<file path="src/rtl/t_chain_unloader_pkg.sv">
// Shared definitions for the parallel-load, serial-drain chain unloader.
// Holds the FSM encoding and the counter-width helper.
package t_chain_unloader_pkg;

  typedef enum logic {
    IDLE  = 1'b0,
    DRAIN = 1'b1
  } state_t;

  // A one-word chain still needs a 1-bit counter, so never return zero.
  function automatic int cntWidth(input int depth);
    return (depth > 1) ? $clog2(depth) : 1;
  endfunction

endpackage

</file>
<file path="src/rtl/t_chain_unloader_reg.sv">
// One stage of the unload chain: parallel load when i_sel=1, shift when i_sel=0.
// Clearing is done by the parent forcing a load of zeros, so there is no reset port.
module T_reg #(
  parameter int WIDTH = 16
) (
  input  logic             clk,
  input  logic             i_en,
  input  logic             i_sel,
  input  logic [WIDTH-1:0] i_loadData,
  input  logic [WIDTH-1:0] i_shiftData,
  output logic [WIDTH-1:0] o_q
);

  logic [WIDTH-1:0] r_q;

  always_ff @(posedge clk) begin
    if (i_en) begin
      r_q <= i_sel ? i_loadData : i_shiftData;
    end
  end

  assign o_q = r_q;

endmodule

</file>
<file path="src/rtl/t_chain_unloader.sv">
// Accepts a whole frame of DEPTH words in one cycle and streams it out word by word.
// A new frame may load on the last-word handshake, so frames stream without a bubble.
module t_chain_unloader #(
  parameter int DATA_WIDTH = 16,
  parameter int DEPTH      = 8
) (
  input  logic                        clk,
  input  logic                        aresetn,
  input  logic                        s_valid,
  output logic                        s_ready,
  input  logic [DEPTH*DATA_WIDTH-1:0] s_data,
  output logic                        m_valid,
  input  logic                        m_ready,
  output logic [DATA_WIDTH-1:0]       m_data,
  output logic                        m_last
);

  import t_chain_unloader_pkg::*;

  localparam int CW = cntWidth(DEPTH);
  localparam logic [CW-1:0] LAST_IDX = CW'(DEPTH - 1);

  state_t          r_state;
  state_t          w_nextState;
  logic [CW-1:0]   r_count;
  logic            w_accept;
  logic            w_load;
  logic            w_shift;
  logic            w_lastBeat;
  logic [DATA_WIDTH-1:0] w_stage   [DEPTH];
  logic [DATA_WIDTH-1:0] w_shiftIn [DEPTH];

  assign w_accept   = s_valid && s_ready;
  assign w_load     = !aresetn || w_accept;
  assign w_shift    = aresetn && m_valid && m_ready;
  assign w_lastBeat = m_last && m_ready;

  // Reset is realised as a forced load of zeros into every stage.
  genvar gi;
  generate
    for (gi = 0; gi < DEPTH; gi++) begin : g_stage
      if (gi == DEPTH - 1) begin : g_tail
        assign w_shiftIn[gi] = '0;
      end else begin : g_body
        assign w_shiftIn[gi] = w_stage[gi+1];
      end

      T_reg #(.WIDTH(DATA_WIDTH)) u_reg (
        .clk         (clk),
        .i_en        (w_load || w_shift),
        .i_sel       (w_load),
        .i_loadData  (aresetn ? s_data[gi*DATA_WIDTH +: DATA_WIDTH] : '0),
        .i_shiftData (w_shiftIn[gi]),
        .o_q         (w_stage[gi])
      );
    end
  endgenerate

  // The counter wraps to 0 on the last beat so it never exceeds DEPTH-1.
  always_ff @(posedge clk) begin
    if (!aresetn) begin
      r_count <= '0;
    end else if (w_accept) begin
      r_count <= '0;
    end else if (w_shift) begin
      r_count <= w_lastBeat ? '0 : r_count + 1'b1;
    end
  end

  always_ff @(posedge clk) begin
    if (!aresetn) begin
      r_state <= IDLE;
    end else begin
      r_state <= w_nextState;
    end
  end

  always_comb begin
    w_nextState = r_state;
    case (r_state)
      IDLE:    if (s_valid) w_nextState = DRAIN;
      DRAIN:   if (w_lastBeat && !s_valid) w_nextState = IDLE;
      default: w_nextState = IDLE;
    endcase
  end

  always_comb begin
    m_valid = (r_state == DRAIN);
    m_last  = m_valid && (r_count == LAST_IDX);
    s_ready = (r_state == IDLE) || (m_last && m_ready);
    m_data  = w_stage[0];
  end

endmodule

</file>
<file path="config.mk">
export PLATFORM = sky130hd
export DESIGN_NAME = t_chain_unloader
export DESIGN_NICKNAME = d
export VERILOG_FILES = /design/src/rtl/t_chain_unloader_pkg.sv /design/src/rtl/t_chain_unloader_reg.sv /design/src/rtl/t_chain_unloader.sv
export SDC_FILE = /design/constraint.sdc
export NUM_CORES = 1
export LEC_CHECK = 0
export BUFFER_PORTS_ARGS = -buffer_cell sky130_fd_sc_hd__buf_2
export CORE_AREA = 2 2 150 152
export DETAILED_ROUTE_END_ITERATION = 10
export DIE_AREA = 0 0 152 154
export GPL_ROUTABILITY_DRIVEN = 1
export PLACE_DENSITY = 0.41
export SLEW_MARGIN = 20
export SYNTH_ARGS = -nofsm -noshare
export SYNTH_HDL_FRONTEND = slang
export SYNTH_SLANG_ARGS = --single-unit
</file>
<file path="constraint.sdc">
create_clock -name clk -period 12.1 [get_ports clk]
set_clock_uncertainty 0.05 [all_clocks]
set_input_delay 0.605 -clock clk [delete_from_list [all_inputs] [get_ports clk]]
set_output_delay 0.605 -clock clk [all_outputs]
set_load 0.01 [all_outputs]
</file>
==> run metrics <==
I/O pins=around 150; clk buf depth=2; Pre-antenna DRT Iters=4; ANT nets after route=0; share of cells above drive strength 1=0.3918; TNS Setup=0 ns; Post-synth EDFFs=128; Core Footprint=approximately 0.022 mm^2; syn nets=about 440; Final Hold Viols=0; Die Span X=roughly 150 um; fin nets=roughly 600; Critical Path AT=~3.2 ns; final slew viol count=0; Root Buffer=clkbuf_16; hold_buf cts=0; worst-margin pin slew=about 0.86 ns; Post-Place Setup Slack=~8.8 ns; Synth Area per Inst=17.66 um^2; TritonCTS clock tree=yes; Initial Util=0.2475; Die Y-Extent=roughly 150 um; CTS buffer count=17; Main synth FF type=edfxtp_1; Final Cycle Share=0.2683; most common cell in the netlist=edfxtp_1; final setup violation count=0; area of the multi-input gates=roughly 0.0012 mm^2; IR drop worst, VDD=roughly 0.085 mV; Critical Path Fanout Max=66; RD Place Congestion=0.7085; initial antenna violation count=3; area added between synthesis and finish=27.09%; Post-Syn Area=between 0.005 and 0.006 mm^2; FF/Latch Area=0.003924 mm^2; DR vias/cell=around 4.3; CTS resizes=0; GR Overflow Total=0; post-synth cell types=22; WP data required=approximately 12 ns; port bufs=150; final WL=between 10 and 15 mm; crit-path cells=ha_1 -> ha_1 -> a21bo_2 -> a21oi_4 -> buf_4 -> nand2_4 -> buf_4; Total Routing Usage GR=0.1001; DRC=0; top post-synthesis cells by area=edfxtp_1 (72%), a22o_1 (18%), buf_6 (2.7%); CP Buf/Inv Count=2; unrepaired setup endpoints after global routing=no; top achievable clock speed=308.0 MHz; post-synthesis sequential area ratio=0.7310; post-route setup slack=around 9 ns; worst skew pair latency=a little over 0.4 ns; first-pass GRT wire length=around 18 mm; Mapped Cells=just over 300; Worst Setup End Kind=flip-flop; clock slew seen by the registers of the worst setup and hold paths=about 0.05 ns; DR WL/cell=15.49 um; clk sinks=132; status=completed; number of global-route vias before repair=3421; Max Cap Viol=0; worst rel slew slack=0.4293; Tot Pwr=approximately 1.1 mW; 1st-iter DRT viols=94; CP max-delay cell=buf_4; hpwl dp=7.298 mm; most frequent cells after synthesis=edfxtp_1 (128), a22o_1 (112), and2_1 (17); CP delay by family, top=buffers and inverters; Worst setup SP type=flip-flop; hold crit path type=in2reg; Synthesis Warnings=0; fin crit period=around 3.2 ns; Setup CP Type=reg2reg; Leak Pwr=~2.8 nW; Filler Cell Count=approximately 2200; pwr dens=about 170 mW/mm^2; largest net degree at the start of global routing=between 70 and 80; routed vias=approximately 3200; Post-synth ARST share=0; crit-path max cell delay=between 0.7 and 0.8 ns; Seq cells post-synth=around 130; DIE AREA=~0.023 mm^2; # rows=54; post-CTS setup buffer count=0; Yosys top cell by area=edfxtp_1; H-tree Lvls=4; top cell type's share of synthesized area=0.7161
-- power breakdown --
part | switching (mW) | internal [mW]
registers | 0.0115 | 0.559
logic | 0.0485 | 0.0443
clock network | 0.172 | 0.297
total | 0.232 | 0.900
-- placed cells by master (no fill, tap or decap), types with 3 or more instances in the layout --
cell type  count
a22o_1       112
and2_1        17
buf_2        150
buf_4          4
clkbuf_1       5
clkbuf_16     17
clkinv_1       3
clkinv_2       3
dfxtp_1        4
diode_2        3
edfxtp_1     128
-- stage by stage --
step                std cells  instance area (um^2)  hold slack, ns    util
floorplan                 304                  5368          0.4065       -
global placement          712                  6284          0.4198  0.2897
detailed placement        712                  6284          0.4348  0.2897
CTS                       742                  6814          0.3916  0.3142
global route              742                  6814          0.4005  0.3142
finish                    745                  6822          0.4221  0.3145
-- sequential cells by signal, indices dropped and copies added (netlist names) --
register	count
r_count	3
g_stage.u_reg.o_q	128
m_valid	1
-- worst paths after layout --
kind,startpoint,to,slack (ns),cells after the start
worst max-delay path,r_count[0]$_SDFFE_PP0P_,g_stage[4].u_reg.o_q[0]$_DFFE_PP_,8.85,7
worst min-delay path,s_data[126],g_stage[7].u_reg.o_q[14]$_SDFFCE_PN0P_,0.42,2
worst max register to register,r_count[0]$_SDFFE_PP0P_,g_stage[4].u_reg.o_q[0]$_DFFE_PP_,8.85,7
worst min register to register,r_count[0]$_SDFFE_PP0P_,r_count[0]$_SDFFE_PP0P_,0.44,2
-- logic make-up (layout without fill, tap and decap cells) --
kind of cell,count (synthesis),count (layout),synth area share
mux,1,1,0.001865
flops,132,132,0.7310
simple gates,24,24,0.02797
buf+inv,28,186,0.04289
other cells,0,3,0
compound gates,117,117,0.1916
fa+ha+maj,2,2,0.004661
-- area by class of cell --
class / count / share of cell area
sequential: 132 / 0.5752
multi-input combinational: 144 / 0.1790
timing repair buffer: 154 / 0.1145
clock buffer: 22 / 0.06511
tap: 280 / 0.05136
clock inverter: 8 / 0.01266
inverter: 2 / 0.001101
antenna: 3 / 0.001101
-- per-layer routing --
metal,GRT usage,up-vias,wire (um)
li1,-,1563,-
met1,0.1206,1526,5158
met4,0.03471,2,115
met2,0.1559,118,5279
met5,0,-,13
met3,0.04961,9,974
Power figures use the tool's default switching activity.
